--- src/rtl/asmd_pkg.sv ---
// rtl/asmd_pkg.sv - shared ASMD arithmetic definitions (multiplier and divider)
package asmd_pkg;

  typedef enum logic {
    S_IDLE   = 1'b0,
    S_DIVIDE = 1'b1
  } asmd_state_t;

  localparam int WORD_LENGTH = 8;

endpackage

--- src/rtl/asmd_divider_datapath.sv ---
// rtl/asmd_divider_datapath.sv - restoring-divider shift registers, subtractor and counter
module asmd_divider_datapath
  import asmd_pkg::*;
#(
  parameter int word_length = WORD_LENGTH
) (
  input  logic                   clk,
  input  logic                   reset,
  input  logic                   load,
  input  logic                   shift,
  input  logic [word_length-1:0] word0,
  input  logic [word_length-1:0] word1,
  output logic [word_length-1:0] quotient_next,
  output logic [word_length-1:0] remainder_next,
  output logic                   count_zero
);

  localparam int CW = $clog2(word_length + 1);

  logic [word_length-1:0] dividend;
  logic [word_length-1:0] divisor;
  logic [word_length:0]   partial_rem;
  logic [CW-1:0]          count;

  logic [word_length:0]   r_trial;
  logic [word_length:0]   r_diff;
  logic                   fits;
  logic [word_length:0]   rem_step;

  // Top bit of partial_rem is always zero (remainder < divisor), so it drops out of the shift.
  assign r_trial  = (word_length + 1)'({partial_rem, dividend[word_length-1]});
  assign r_diff   = r_trial - {1'b0, divisor};
  assign fits     = r_trial >= {1'b0, divisor};
  assign rem_step = fits ? r_diff : r_trial;

  // Dividend register doubles as the quotient: result bits enter at the LSB as dividend bits leave.
  assign quotient_next  = {dividend[word_length-2:0], fits};
  assign remainder_next = rem_step[word_length-1:0];

  // High on the shift that takes the counter from 1 to 0, i.e. the final iteration.
  assign count_zero = (count == CW'(1));

  always_ff @(posedge clk or posedge reset) begin
    if (reset) begin
      dividend    <= '0;
      divisor     <= '0;
      partial_rem <= '0;
      count       <= '0;
    end else if (load) begin
      dividend    <= word0;
      divisor     <= word1;
      partial_rem <= '0;
      count       <= CW'(word_length);
    end else if (shift) begin
      dividend    <= quotient_next;
      partial_rem <= rem_step;
      count       <= count - CW'(1);
    end
  end

endmodule

--- src/rtl/asmd_divider.sv ---
// rtl/asmd_divider.sv - sequential unsigned restoring divider with start/ready handshake
module asmd_divider
  import asmd_pkg::*;
#(
  parameter int word_length = WORD_LENGTH
) (
  input  logic                   clk,
  input  logic                   reset,
  input  logic [word_length-1:0] word0,
  input  logic [word_length-1:0] word1,
  input  logic                   start,
  output logic [word_length-1:0] quotient,
  output logic [word_length-1:0] remainder,
  output logic                   ready,
  output logic                   div_by_zero
);

  asmd_state_t            state;
  logic                   load;
  logic                   shift;
  logic                   count_zero;
  logic [word_length-1:0] quotient_next;
  logic [word_length-1:0] remainder_next;

  assign load  = (state == S_IDLE) && start && (word1 != '0);
  assign shift = (state == S_DIVIDE);

  asmd_divider_datapath #(
    .word_length(word_length)
  ) u_datapath (
    .clk            (clk),
    .reset          (reset),
    .load           (load),
    .shift          (shift),
    .word0          (word0),
    .word1          (word1),
    .quotient_next  (quotient_next),
    .remainder_next (remainder_next),
    .count_zero     (count_zero)
  );

  always_ff @(posedge clk or posedge reset) begin
    if (reset) begin
      state       <= S_IDLE;
      quotient    <= '0;
      remainder   <= '0;
      ready       <= 1'b1;
      div_by_zero <= 1'b0;
    end else begin
      case (state)
        S_IDLE: begin
          if (start) begin
            if (word1 == '0) begin
              // Zero divisor resolves in the accepting cycle without leaving idle.
              quotient    <= '1;
              remainder   <= word0;
              div_by_zero <= 1'b1;
            end else begin
              state <= S_DIVIDE;
              ready <= 1'b0;
            end
          end
        end
        S_DIVIDE: begin
          if (count_zero) begin
            quotient    <= quotient_next;
            remainder   <= remainder_next;
            div_by_zero <= 1'b0;
            ready       <= 1'b1;
            state       <= S_IDLE;
          end
        end
        default: state <= S_IDLE;
      endcase
    end
  end

endmodule

--- config.mk ---
export PLATFORM = sky130hd
export DESIGN_NAME = asmd_divider
export DESIGN_NICKNAME = d
export VERILOG_FILES = /design/src/rtl/asmd_pkg.sv /design/src/rtl/asmd_divider_datapath.sv /design/src/rtl/asmd_divider.sv
export SDC_FILE = /design/constraint.sdc
export NUM_CORES = 1
export LEC_CHECK = 0
export BUFFER_PORTS_ARGS = -buffer_cell sky130_fd_sc_hd__buf_2
export CAP_MARGIN = 25
export CORE_AREA = 4 4 77 79
export DETAILED_ROUTE_END_ITERATION = 8
export DIE_AREA = 0 0 81 83
export GPL_TIMING_DRIVEN = 1
export PLACE_DENSITY_LB_ADDON = 0.25
export SLEW_MARGIN = 20
export SYNTH_ARGS = -nofsm -noshare
export SYNTH_HDL_FRONTEND = slang
export SYNTH_HIERARCHICAL = 1
export SYNTH_SLANG_ARGS = --single-unit
--- constraint.sdc ---
create_clock -name clk -period 2.3 [get_ports clk]
set_input_delay 0.23 -clock clk [delete_from_list [all_inputs] [get_ports clk]]
set_output_delay 0.23 -clock clk [all_outputs]
set_load 0.02 [all_outputs]
After elaboration in Yosys (flattened, before gate mapping)

Cells that the tools add are included.

Register bits: 47
Latch bits: 0
Memory bits (writable): 0
Bits in read-only memories: 0
Input port bits: 19
Logic and storage cells: 52
Memories: 0

Add/sub/neg operators: 2
Multipliers: 0
Div/mod/pow operators: 0
$lt $le $gt $ge: 1
Eq/ne operators: 5
Shift-type cells: 0
Muxes and demuxes: 27
Bitwise operators: 1
Reductions and logical operators: 7

Operators with widths:

| kind                                                 | number |
|---|---|
| two-way mux 8 bit                                    | 11 |
| one-hot mux 8 bit (2 select lines)                   | 2 |
| >= comparator 9 x 8 -> 1 bit                         | 1 |
| two-way mux 1 bit                                    | 9 |
| zero test 8 bit                                      | 1 |
| two-way mux 4 bit                                    | 2 |
| nonzero test 8 bit                                   | 1 |
| subtractor 8 bit                                     | 1 |
| one-hot mux 1 bit (2 select lines)                   | 3 |
| AND reduction 3 bit                                  | 2 |
| equality test 4 x 1 -> 1 bit (second input constant) | 1 |
| != test 2 x 1 -> 1 bit (second input constant)       | 2 |
| != test 2 bit (second input constant)                | 2 |
| subtractor 4 x 1 -> 4 bit (second input constant)    | 1 |
| logical AND 1 bit                                    | 2 |
| nonzero test 2 bit                                   | 1 |
| inverter 1 bit                                       | 1 |

Longest topological paths before layout

Gate-level depths: netlist of the first run.

Word-level depth: 4
Depth in mapped cells: 11

Cells and area by module

The synthesis of the first run kept the hierarchy.

Modules (own cells, without submodules):

| module                | times used | cells each | area an instance (um^2) |
|---|---|---|---|
| asmd_divider_datapath | 1          | 210        | 1850.5 |
| asmd_divider          | 1          | 78         | 832.0 |

Worst setup path after synthesis of the first run

No wires, ideal clock.

Kind: reg-to-reg
From: register u_datapath.partial_rem[6]
To: register remainder[0]
Arrival time: 2.125 ns
Required time: 2.177 ns
Slack: 0.052 ns
Stages on the path, launching flop included: 9
Path buffers: 0
Cells stage by stage: dfrtp_1 -> ha_1 -> a211o_1 -> or2_1 -> or4_4 -> nand3_2 -> inv_1 -> nand2b_1 -> o221a_1

Word-level cells in the longest chain between the ends: 4

RTL lines:

| item                               | RTL line                    | RTL |
|---|---|---|
| start, declared                    | asmd_divider_datapath.sv:22 | `logic [word_length:0] partial_rem;` |
| start signal, assigned             | asmd_divider_datapath.sv:56 | `partial_rem <= rem_step;` |
| >= comparator 9 x 8 -> 1 bit       | asmd_divider_datapath.sv:33 | `assign fits = r_trial >= {1'b0, divisor};` |
| two-way mux 8 bit                  | asmd_divider_datapath.sv:34 | `assign rem_step = fits ? r_diff : r_trial;` |
| named net remainder_next[0]        | asmd_divider.sv:23          | `logic [word_length-1:0] remainder_next;` |
| two-way mux 8 bit                  | asmd_divider.sv:65          | `if (count_zero) begin` |
| one-hot mux 8 bit (2 select lines) | asmd_divider.sv:50          | `case (state)` |
| end signal, assigned               | asmd_divider.sv:56          | `remainder <= word0;` |
| end signal, assigned               | asmd_divider.sv:67          | `remainder <= remainder_next;` |
| end, declared                      | asmd_divider.sv:13          | `output logic [word_length-1:0] remainder,` |

The timed path passes the listed nets, and every way through them passes these cells. The select of a mux whose other input is x is not followed.
A chain may end at the register's enable or synchronous reset.

Worst setup path after layout of the first run

From: register u_datapath.dividend[7]
To: register remainder[6]

Word-level cells in the longest chain between the ends: 4
Elaborated cells on any way between the ends: 5

RTL lines:

| item                                                             | RTL line                                                 | RTL |
|---|---|---|
| start, declared                                                  | asmd_divider_datapath.sv:20                              | `logic [word_length-1:0] dividend;` |
| start signal, assigned                                           | asmd_divider_datapath.sv:50                              | `dividend <= word0;` |
| start signal, assigned                                           | asmd_divider_datapath.sv:55                              | `dividend <= quotient_next;` |
| subtractor 8 bit or >= comparator 9 x 8 -> 1 bit (tied branches) | asmd_divider_datapath.sv:32, asmd_divider_datapath.sv:33 |  |
| two-way mux 8 bit *                                              | asmd_divider_datapath.sv:34                              |  |
| named net remainder_next[6]                                      | asmd_divider.sv:23                                       |  |
| two-way mux 8 bit *                                              | asmd_divider.sv:65                                       |  |
| one-hot mux 8 bit (2 select lines) *                             | asmd_divider.sv:50                                       |  |

The timed path passes the listed nets; every way through them passes the cells marked *. The select of a mux whose other input is x is not followed.

==> results of run 1 <==
metal layers:
metal  vias to the layer above  global-route usage, %
met5                         -                      0
met4                         0                   6.14
met1                      1049                   28.1
li1                       1107                      -
met2                        68                   32.3
met3                        18                   3.69
power by group:
part | total [mW] | internal, mW | switching, mW
combinational | 3.77 | 1.75 | 2.02
sequential | 1.52 | 1.25 | 0.264
clock | 0.607 | 0.324 | 0.284
total | 5.90 | 3.33 | 2.57
placed cells by master, fill, tap and decap left out, types with 3 or more instances in the layout:
master / synthesis / routed
dfrtp_1: 46 / 46
buf_2: 2 / 36
nor2_1: 33 / 32
nand2_1: 30 / 30
buf_4: 9 / 29
o21ai_0: 19 / 18
inv_1: 18 / 17
nand2b_1: 12 / 12
a21oi_1: 13 / 12
ha_1: 10 / 8
o221a_2: 7 / 7
mux2i_1: 7 / 7
nand3_1: 6 / 6
clkbuf_8: 0 / 5
a311oi_1: 5 / 4
and2_1: 3 / 3
o21ai_1: 2 / 3
xnor2_1: 3 / 3
a211oi_1: 5 / 3
xor2_1: 3 / 3
o2111ai_1: 3 / 3
registers in the layout, indices dropped and copies added, names as in the netlist:
name,cells
div_by_zero,1
remainder,8
ready,1
shift,1
quotient,8
u_datapath/partial_rem,8
u_datapath/dividend,8
u_datapath/divisor,8
u_datapath/count,4
logic make-up (layout without fill, tap and decap cells):
logic type / after synthesis / after routing / synth area share [%]
muxes: 9 / 9 / 3.45
DFF: 47 / 47 / 43.9
adders and majority gates: 11 / 11 / 5.41
xor gates and xnor gates: 6 / 6 / 1.96
and+or+nand+nor: 102 / 102 / 18.7
buffers and inverters: 40 / 92 / 7.23
AOI/OAI and AO/OA: 73 / 73 / 19.4
cells in the mapped netlist (all sizes together) (2+ instances only):
master / instances / area share, %
o211ai: 2 / 0.56
mux2: 2 / 0.84
nand2: 30 / 4.2
and2: 3 / 0.70
a311oi: 5 / 1.6
or4: 3 / 1.1
buf: 13 / 3.5
dfrtp: 46 / 43
ha: 10 / 4.7
o21ai: 21 / 3.9
a21oi: 14 / 2.8
xor2: 3 / 0.98
inv: 19 / 2.7
o221ai: 2 / 0.65
nor3b: 2 / 0.56
clkbuf: 8 / 1.1
nand3: 7 / 1.5
a21o: 2 / 0.56
nor3: 2 / 0.37
xnor2: 3 / 0.98
nand4: 2 / 0.47
o2111ai: 3 / 0.98
nor2: 34 / 5.0
o221a: 8 / 3.4
mux2i: 7 / 2.6
nand2b: 12 / 2.8
a211oi: 5 / 1.4
repair_timing:
action | 4_1_cts | 5_1_grt
pin swaps | 0 | 2
hold buffers | 0 | 0
buffers inserted | 0 | 1
setup endpoints to repair | 1 | 9
gates resized for setup | 1 | 9
final timing paths:
path	from	cells after the start	endpoint	slack (ns)
worst max-delay path	u_datapath/dividend[7]	12	remainder[6]	0.03
worst min-delay path	reset	3	u_datapath/dividend[3]	-0.007
worst max register to register	u_datapath/dividend[7]	12	remainder[6]	0.03
worst min register to register	div_by_zero	2	div_by_zero	0.49
max in group asynchronous	reset	2	remainder[2]	1.76
min in group clk	word1[1]	3	u_datapath/divisor[1]	0.15
worst max-delay path, stage by stage (launching register included):
cell and delay, ns:
dfrtp_1 0.35, inv_1 0.05, ha_1 0.19, inv_1 0.07
fa_2 0.21, a211oi_2 0.07, buf_4 0.15, or4b_1 0.51
o2111ai_1 0.11, o21ai_1 0.12, nand2_1 0.10, nand2b_1 0.11
o221a_2 0.18
area by class of cell:
cell class              count  area (um^2)  area share (%)
clock inverters             3         43.8            1.37
clock buffers               5         68.8            2.15
well taps                  72         90.1            2.81
repair buffers             65          398            12.4
multi-input cells         201         1350            42.2
inverters                  19         71.3            2.23
flip-flops and latches     47         1180            36.8
==> impl_metrics.yaml, run 1 <==
place:
  pre_cts_ws_ns: 0.0239
  place_congestion: 0.904
  numPortBuffers: 36
  dp_hpwl_mm: 4.93
  place_area_um2: 3040
  dp.cells: 403
synth:
  syn_nets: 318
  netlist_instances: 288
  mappedNetlistArea_um2: 2680
  async_flop_share_pct: 100
  synth_edf_count: 0
  ys_seq_elements: 47
  synth.distinct_cells: 57
  synth-warning-count: 6
  synth_top_flop_cell: "dfrtp_1"
  avgSynthCellArea_um2: 9.31
  ys_seq_area_share_pct: 43.9
pwr:
  power_mw: 5.90
  peakVddDrop_v: 0.00108
  leakagePower_nw: 1.48
  power_density_nw_per_um2: 1840
final_layout:
  n_antenna_cell: 0
  final_cell_area_um2: 3200
  area_growth_pct: 19.4
  fillers: 495
  drive_gt1_share_pct: 29.4
  fin_nets: 369
  fin_cells: 412
  final_util_pct: 60.0
routing:
  via_per_inst: 5.44
  drtIter0Drc: 127
  num_vias: 2242
  routed.top_layer: "met4"
  drc: 0
  wl_met3_um: 283
  wl_mm: 6.56
  routedWlPerCell_um: 15.9
  routed-wl-met2_mm: 3.05
  ant_nets: 0
  drt-met1-wl_mm: 3.05
  dr.pass1.iters: 5
floorplan:
  rows: 27
  initial_core_util_pct: 50.3
  fp.dieH_um: 83
  pin_count: 37
  die_x_um: 81
  die_area_um2: 6720
  coreArea_um2: 5340
clock_network:
  ctsHtreeMaxLevel: 2
  cts_max_path_buffers: 2
  clk_latency_ns: 0.30
  cts_buffers: 5
  root_buffer: "clkbuf_8"
  tritoncts: "done"
  cts.sinks: 47
  clkSlewWorstSetupHoldPaths_ns: 0.09
setup_path:
  crit_required_ns: 2.54
  start_kind: "flop"
  crit_path_max_fanout: 4
  arrival_ns: 2.51
  critical_path_class: "reg -> reg"
  cp-end-kind: "flop"
timing:
  final_max_slew_viol_count: 0
  fmax_mhz: 440
  fin_tns_setup_ns: 0
  rsz0062_at_grt: "true"
  hold_viol: 4
  slew_headroom_pct: 49.7
  tightest_slew_ns: 0.754
  fin_crit_ns: 2.27
  finalSetupViolCount: 0
  finalCritPeriodShare_pct: 98.9
  setup_slack_ns: 0.0256
  hold_ws_ns: -0.00681
  finalClockSkew_ns: 0.0116
min_path:
  worst_hold_path_type: "in -> async"
global_routing:
  grt_overflow: 0
  globalRouteTotalUtil_pct: 20.3
  grt_antenna_before_repair: 0
  grt_pass1_vias: 2206
  grt_pass1_wl_mm: 10.8
  grt_start_max_net_pins: 30
outcome:
  violations: "negative hold slack"
  outcome: "finished, violations left"
job:
  max-cap-violations: 0
Power figures use the tool's default switching activity.
==> run 2, diff against run 1 <==
--- a/config.mk
+++ b/config.mk
@@ -5,13 +5,14 @@
 export SDC_FILE = /design/constraint.sdc
 export NUM_CORES = 1
 export LEC_CHECK = 0
+export ABC_AREA = 1
 export BUFFER_PORTS_ARGS = -buffer_cell sky130_fd_sc_hd__buf_2
 export CAP_MARGIN = 25
-export CORE_AREA = 4 4 77 79
+export CORE_AREA = 2 2 76 78
 export DETAILED_ROUTE_END_ITERATION = 8
-export DIE_AREA = 0 0 81 83
+export DIE_AREA = 0 0 78 80
 export GPL_TIMING_DRIVEN = 1
-export PLACE_DENSITY_LB_ADDON = 0.25
+export PLACE_DENSITY = 0.81
 export SLEW_MARGIN = 20
 export SYNTH_ARGS = -nofsm -noshare
 export SYNTH_HDL_FRONTEND = slang
==> run 2 against run 1 <==
Against the previous run: first-iteration DRC count rose by 48%; combinational power is 18% lower; sequential share of layout area increased by 2.1 points; highest routed layer unchanged; synthesized area is 1.7% higher; clock power shrank 14%; critical path depth is 1 higher; final cell count rose by 13%; non-clock buffer count down 22; the flow now finishes without violations; final area decreased by 5.4%.
==> impl_metrics.yaml, run 2 <==
outcome:
  outcome: "finished clean"
setup_path:
  arrival_ns: 2.28
  crit_path_frequent_cell: "nand2_1"
  critical_path_class: "reg -> reg"
  crit_path_start: "u_datapath/partial_rem[5]"
  start_kind: "flop"
  slowest_stage: "dfrtp_1"
  worstReg2RegStart: "u_datapath/partial_rem[5]"
  cp-end-kind: "flop"
  crit_path_max_fanout: 9
  path_cells: "ha_1, nand2_1, nand2_1, nand2_2, nand2_2, a21oi_4, nand2_4, nand2_1, nand2_1, nand2_1, nand2_1, nand2_1, nand2_1"
  cpPeakStageDelay_ns: 0.42
  crit_required_ns: 2.50
synth:
  yosysTopAreaCellShare_pct: 42.2
  synth.distinct_cells: 36
  ys_seq_area_share_pct: 43.1
  synth-xor-area-share_pct: 0.963
  ys_seq_elements: 47
  synth_edf_count: 0
  synth-warning-count: 6
  muxShareOfSynthArea_pct: 0
  async_flop_share_pct: 100
  synth_top_flop_cell: "dfrtp_1"
  synthAdderAreaFrac_pct: 5.32
  yosys-top-cells-count: "146 x nand2_1, 46 x dfrtp_1, 40 x nand3_1, 29 x inv_1, 12 x nor2_1"
  synth.most_common_cell: "nand2_1"
  synthTopCellsByArea: "dfrtp_1 42%, nand2_1 20%, nand3_1 7.3%"
  synth_top_family_by_area: "simple AND/OR/NAND/NOR gates"
  netlist_instances: 360
  synth_top_area_cell: "dfrtp_1"
  synth_compound_area_share_pct: 4.86
  mappedNetlistArea_um2: 2730
  syn_nets: 390
  yosys.area_share.simple_pct: 37.0
  avgSynthCellArea_um2: 7.58
routing:
  ant_nets: 0
  via_per_inst: 5.14
  dr.pass1.iters: 5
  drtIter0Drc: 188
  wl_mm: 5.96
  routedWlPerCell_um: 12.8
  num_vias: 2389
  drc: 0
clock_network:
  cts_buffers: 5
  root_buffer: "clkbuf_8"
  post_cts_buffers: 0
  clkSlewWorstSetupHoldPaths_ns: 0.09
  cts.sinks: 47
  clk_latency_ns: 0.31
  cts_max_path_buffers: 2
  tritoncts: "done"
  ctsHtreeMaxLevel: 2
place:
  dp_hpwl_mm: 4.44
  pre_cts_ws_ns: 0.270
  numPortBuffers: 36
  place_congestion: 0.921
timing:
  setup_slack_ns: 0.220
  fmax_mhz: 481
  final_max_slew_viol_count: 0
  hold_ws_ns: 0.132
  finalClockSkew_ns: 0.00495
  tightest_slew_ns: 0.724
  rsz0062_at_grt: "false"
  finalSetupViolCount: 0
  fin_tns_setup_ns: 0
  finalCritPeriodShare_pct: 90.4
  fin_crit_ns: 2.08
  hold_viol: 0
  slew_headroom_pct: 51.7
pwr:
  power_density_nw_per_um2: 1670
  leakagePower_nw: 1.68
  pwr-share-clk_pct: 10.2
  intPower_mw: 2.59
  peakVddDrop_v: 0.000894
  power_switching_share_pct: 48.9
  seqPwrFrac_pct: 28.5
  p_comb_share_pct: 61.3
  power_switching_mw: 2.48
min_path:
  worst_hold_path_type: "in -> reg"
  hp-start: "word1[0]"
final_layout:
  seqCellArea_um2: 1180
  area_growth_pct: 11.1
  multi_input_area_um2: 1320
  most-common-layout-cells: "146 x nand2_1, 46 x dfrtp_1, 40 x nand3_1"
  fin_nets: 422
  fillers: 536
  final_util_pct: 56.1
  drive_gt1_share_pct: 18.6
  n_antenna_cell: 0
  final_common_cell: "nand2_1"
global_routing:
  grt_pass1_wl_mm: 10.3
  grt_pass1_vias: 2334
  globalRouteTotalUtil_pct: 20.9
  grt_overflow: 0
  grt_start_max_net_pins: 29
  grt_antenna_before_repair: 0
job:
  max-cap-violations: 0
floorplan:
  pin_count: 37
  fp.dieH_um: 80
  die_x_um: 78
  die_area_um2: 6240
  coreArea_um2: 5410
  rows: 27
  initial_core_util_pct: 50.5
## run 2: power by group through the flow
stage / Combinational [mW] / Clock, mW / Sequential [mW]
5_1_grt: 3.53 / 0.563 / 1.49
6_report: 3.11 / 0.519 / 1.44
2_1_floorplan: 2.32 / 0 / 1.59
3_5_place_dp: 3.08 / 0 / 1.46
4_1_cts: 3.10 / 0.529 / 1.45
3_3_place_gp: 3.02 / 0 / 1.45
## run 2: critical path, delay by kind of cell (launching register included)
kind                     cells  cell delay, ns
flip-flops                   1            0.42
AO/OA/AOI/OAI                1            0.29
AND/OR/NAND/NOR             11            0.89
adder cells (fa/ha/maj)      1            0.36
## run 2: logic make-up (layout without fill, tap and decap cells)
group	Yosys count	count (layout)
AO/OA/AOI/OAI	22	22
XOR/XNOR	3	3
adder cells (fa/ha/maj)	11	11
buffers and inverters	50	83
flip-flops	47	47
AND/OR/NAND/NOR	227	227
## run 2: cell type report
| type | instances | area share (%) |
|---|---|---|
| clock buffers | 5 | 2.27 |
| clock inverters | 3 | 0.784 |
| inverters | 32 | 3.96 |
| multi-input cells | 263 | 43.4 |
| flip-flops and latches | 47 | 38.9 |
| well taps | 72 | 2.97 |
| repair buffers | 43 | 7.76 |
## run 2: metrics by stage
stage	total power [mW]	std cells	cell area (um^2)
after floorplan	3.91	360	2730
after global placement	4.47	456	2930
after detailed placement	4.55	456	2930
after CTS	5.08	465	3030
after global routing	5.58	465	3030
final	5.08	465	3030
## run 2: repair_timing
| action | CTS | global route |
|---|---|---|
| hold buffers | 1 | 0 |
| endpoints found under the hold margin | 13 | 0 |
| gates resized for setup | 0 | 0 |
## run 2: worst paths after layout
kind,to,slack (ns),cells past startpoint
worst max-delay path,remainder[7],0.22,13
worst min-delay path,u_datapath/divisor[0],0.13,3
worst max register to register,remainder[7],0.22,13
worst min register to register,div_by_zero,0.50,2
max in group asynchronous,shift,1.26,3
min in group asynchronous,u_datapath/dividend[5],0.54,4
## run 2: metal layers
| layer | up-vias | GRT usage, % | wire length (um) |
|---|---|---|---|
| li1 | 1189 | - | - |
| met5 | - | 0 | 0 |
| met2 | 62 | 36.9 | 2980 |
| met4 | 0 | 8.07 | 110 |
| met3 | 10 | 3.51 | 293 |
| met1 | 1128 | 25.4 | 2580 |
